<file path="src/rtl/mux_scan_seq.sv">
// mux_scan_seq: registered N-channel, W-bit multiplexer.
// In manual mode the channel comes from the switches. In scan mode the
// channel rotates every DWELL clocks, and hold pauses the rotation.
// mux_out and cur_ch update on the same edge, so they always describe the
// same channel.
module mux_scan_seq #(
    parameter int WIDTH    = 4,
    parameter int CHANNELS = 4,
    parameter int SEL_W    = 2,
    parameter int DWELL    = 50000000,
    parameter int CNT_W    = 26
) (
    input  logic                      clock,
    input  logic                      resetn,
    input  logic [CHANNELS*WIDTH-1:0] data_in,
    input  logic [SEL_W-1:0]          sel,
    input  logic                      mode,
    input  logic                      hold,
    output logic [WIDTH-1:0]          mux_out,
    output logic [SEL_W-1:0]          cur_ch,
    output logic                      ch_tick
);

    typedef enum logic [1:0] {
        MANUAL = 2'd0,
        SCAN   = 2'd1,
        PAUSED = 2'd2
    } state_t;

    // One bit wider than sel so that CHANNELS == 2**SEL_W still fits.
    localparam logic [SEL_W:0]   ch_limit   = (SEL_W + 1)'(CHANNELS);
    localparam logic [SEL_W-1:0] ch_last    = SEL_W'(CHANNELS - 1);
    localparam logic [CNT_W-1:0] dwell_last = CNT_W'(DWELL - 1);

    state_t           state, state_nxt;
    logic [CNT_W-1:0] cnt, cnt_base, cnt_nxt;
    logic [SEL_W-1:0] ch_nxt;
    logic             tick_nxt;
    logic [WIDTH-1:0] data_nxt;

    // Next state, next channel, dwell count and tick, all taken from the next state.
    always_comb begin
        // NOTE: every signal driven here gets a default first, so no path can infer a latch.
        state_nxt = MANUAL;
        ch_nxt    = cur_ch;
        cnt_nxt   = cnt;
        tick_nxt  = 1'b0;

        if (mode) begin
            state_nxt = hold ? PAUSED : SCAN;
        end

        // A scan entered from manual always starts with a full dwell period.
        cnt_base = (state == MANUAL) ? '0 : cnt;

        case (state_nxt)
            MANUAL: begin
                cnt_nxt = '0;
                // Out-of-range selects are ignored, and the current channel stays.
                if ({1'b0, sel} < ch_limit) begin
                    ch_nxt = sel;
                end
            end
            SCAN: begin
                if (cnt_base == dwell_last) begin
                    cnt_nxt  = '0;
                    tick_nxt = 1'b1;
                    ch_nxt   = (cur_ch == ch_last) ? '0 : cur_ch + SEL_W'(1);
                end else begin
                    cnt_nxt = cnt_base + CNT_W'(1);
                end
            end
            default: begin
                // PAUSED: the counter and the channel stay frozen.
                cnt_nxt = cnt;
            end
        endcase

        data_nxt = data_in[ch_nxt*WIDTH +: WIDTH];
    end

    // Mode state register.
    always_ff @(posedge clock or negedge resetn) begin
        if (!resetn) begin
            state <= MANUAL;
        end else begin
            // NOTE: sequential state uses non-blocking assignments, so every register samples pre-edge values.
            state <= state_nxt;
        end
    end

    // Datapath registers: dwell counter, channel index, output data and tick.
    always_ff @(posedge clock or negedge resetn) begin
        if (!resetn) begin
            cnt     <= '0;
            cur_ch  <= '0;
            mux_out <= '0;
            ch_tick <= 1'b0;
        end else begin
            cnt     <= cnt_nxt;
            cur_ch  <= ch_nxt;
            mux_out <= data_nxt;
            ch_tick <= tick_nxt;
        end
    end

endmodule

</file>
<file path="config.mk">
export PLATFORM = sky130hd
export DESIGN_NAME = mux_scan_seq
export DESIGN_NICKNAME = d
export VERILOG_FILES = /design/src/rtl/mux_scan_seq.sv
export SDC_FILE = /design/constraint.sdc
export NUM_CORES = 1
export LEC_CHECK = 0
export BUFFER_PORTS_ARGS = -buffer_cell sky130_fd_sc_hd__buf_2
export CAP_MARGIN = 10
export CELL_PAD_IN_SITES_DETAIL_PLACEMENT = 1
export CELL_PAD_IN_SITES_GLOBAL_PLACEMENT = 1
export CORE_MARGIN = 3
export CORE_UTILIZATION = 44
export DETAILED_ROUTE_END_ITERATION = 8
export PLACE_DENSITY_LB_ADDON = 0.25
export SETUP_SLACK_MARGIN = 0.1
export SLEW_MARGIN = 20
export SYNTH_ARGS = -nofsm -noshare
export SYNTH_HDL_FRONTEND = slang
export SYNTH_SLANG_ARGS = --single-unit
</file>
<file path="constraint.sdc">
create_clock -name clock -period 3.5 [get_ports clock]
set_clock_uncertainty 0.05 [all_clocks]
set_input_delay 0 -clock clock [delete_from_list [all_inputs] [get_ports clock]]
set_output_delay 0 -clock clock [all_outputs]
set_load 0.05 [all_outputs]
</file>
==> flow_summary.ini <==
[layout]
fin_cells = 309
layout-drive-gt1-share_pct = 20.6
post-route-cell-area_sq_um = 2520
final_core_util_pct = 56.8
antenna_cells = 0
area_growth_pct = 21.9
final_cell_mix = dfrtp_1 (35), buf_2 (28), nand2_1 (27)
final_common_cell = dfrtp_1
nets = 280

[drt]
drcViolationCount = 0
dr.pass1.iters = 6
antenna_left = 0
vias = 1869
wl_per_cell_microns = 20.3
viasPerCell = 6.05
dr.first_iter.drc_count = 93
wirelength_microns = 6280

[timing]
hold-worst-slack_ps = 129
hold_violations = 0
timing.final.crit_share_pct = 90.2
rsz0062_at_grt = no
max_slew_margin_pct = 46.7
tns_ps = 0
setup_violations = 0
slew_violations = 0
max_freq_mhz = 317
layout_min_cycle_time_ps = 3160
worst_pin_slew_ps = 800

[clock_network]
clkSinkCount = 35
path_clk_slew_ps = 70
cts_root_buffer = clkbuf_8
insertion_delay_ps = 300
cts_tree = built
cts_made_buffers = 5
cts_buffer_depth = 2
cts_max_level = 2

[global_routing]
grt_max_degree = 36
gr-usage-met3_pct = 5.81
grtUsageMet1_pct = 31.7
first_global_vias = 1974
gr-total-overflow = 0
met2_usage_pct = 41.6
grt_pass1_wl_microns = 10200
antenna_found_initial = 0
busiest_layer = met2
grt_usage_pct = 25.0

[critical_path]
startpoint = state[1]
r2r-start = state[1]
worst-endpoint-arrival_ps = 3280
required_ps = 3630
worstSetupStartpointType = register
crit_fanout = 10
crit_type = reg -> reg
worstSetupEndpointType = register

[status]
status = completed

[pwr]
combPwrFrac_pct = 16.8
peakVddDrop_uv = 210
clockPowerShare_pct = 36.5
power_frac_seq_pct = 46.7
p_sw_share_pct = 28.0
p_per_area_nw_per_um2 = 360
internal-power_mw = 0.655
p_switching_mw = 0.255
power.leakage_nw = 1.13

[place]
place_hpwl_microns = 3910
port_buffers = 28
dp.cells = 283
routabilityCongestion = 0.806
placed_area_sq_um = 2230

[run]
drv_cap = 0

[logic_synthesis]
netlist_area_sq_um = 2070
ys_types = 50
syn_nets = 235
synthArstFlopShare_pct = 100
synth_flop_cell = dfrtp_1
ys_warn_count = 0
synth_edf_count = 0
ys_ff_latch = 35
yosysSeqAreaShare_pct = 42.3
synth.avg_cell_area_sq_um = 9.81
synth_cells = 211

[floorplanning]
io_pins = 29
die_h_microns = 74.6
die_area_sq_um = 5570
start_util_pct = 46.6
die_w_microns = 74.6
coreArea_sq_um = 4440
core.rowCount = 24

[hold_path]
hp-class = in -> reg
hp-start = mode
## sequential cells by signal, indices dropped and copies added (netlist names)
register,cells
state,2
ch_tick,1
cur_ch,2
cnt,26
mux_out,4
## final timing paths
kind                               to  slack (ps)  cells past startpoint
setup reg to reg           mux_out[1]         340                     11
min in group asynchronous     cnt[24]         270                      2
hold / removal               state[0]         130                      3
setup / recovery           mux_out[1]         340                     11
max in group asynchronous     cnt[17]        2610                      2
hold reg to reg               cnt[15]         460                      1
## cell families (layout without fill, tap and decap cells)
kind of cell	Yosys count	after routing	synth area share [%]
flip-flops	35	35	42.3
buffers and inverters	18	64	4.17
adder cells (fa/ha/maj)	2	2	1.21
AO/OA/AOI/OAI	56	56	19.0
XOR/XNOR	7	7	2.96
AND/OR/NAND/NOR	80	80	23.5
multiplexers	13	13	6.89
## Yosys cell counts (5+ instances only)
master	n	share of area [%]
dfrtp_1	35	42
nand2_1	27	4.9
o21ai_0	19	4.6
mux2i_1	12	5.8
nand3_1	10	2.4
a21oi_1	9	2.2
inv_1	9	1.6
nor2_1	8	1.5
a31oi_1	6	1.8
xor2_1	6	2.5
nand4_1	5	1.5
or3_1	5	1.5
## routing by layer
layer | wire length (microns) | up-vias | part of all wire [%]
met5 | 0 | - | 0
met3 | 247 | 17 | 3.9
met4 | 170 | 0 | 2.7
met2 | 3150 | 59 | 50
li1 | - | 875 | -
met1 | 2710 | 918 | 43
## worst max-delay path, stage by stage (launching register included)
cell and delay (ps):
dfrtp_1 480, or2_4 250, and2_1 160, ha_1 230
o2111ai_4 230, nor2_8 220, nand4b_4 150, mux2i_4 230
buf_12 160, mux2i_1 240, dlygate4sd3_1 580, mux2i_1 70
## through the flow
step           setup WS, ps  power, mW
6_report                342      0.910
2_1_floorplan           845      0.513
3_5_place_dp            550      0.556
5_1_grt                 101      0.954
3_3_place_gp            656      0.552
4_1_cts                 292      0.903
## area by class of cell
| type | instances | area [sq um] |
|---|---|---|
| Clock buffer | 8 | 100 |
| Fill cell | 519 | 1920 |
| Inverter | 9 | 33.8 |
| Multi-Input combinational cell | 158 | 1110 |
| Sequential cell | 35 | 876 |
| Tap cell | 52 | 65.1 |
| Timing Repair Buffer | 47 | 338 |
## power groups by stage
stage                     registers, mW  clock network, mW  logic, mW
after floorplan                   0.462                  0     0.0514
after global placement            0.432                  0      0.121
after detailed placement          0.432                  0      0.124
after CTS                         0.424              0.335      0.144
after global routing              0.426              0.363      0.166
final                             0.425              0.332      0.153
## what timing repair did
item                                    CTS  global route
buffers inserted                          0             1
resized for setup                         0             1
endpoints found under the setup margin    0             4
hold buffers                             17             0
hold endpoints to repair                 39             0
Note: power is estimated with default switching activity, not from simulation.
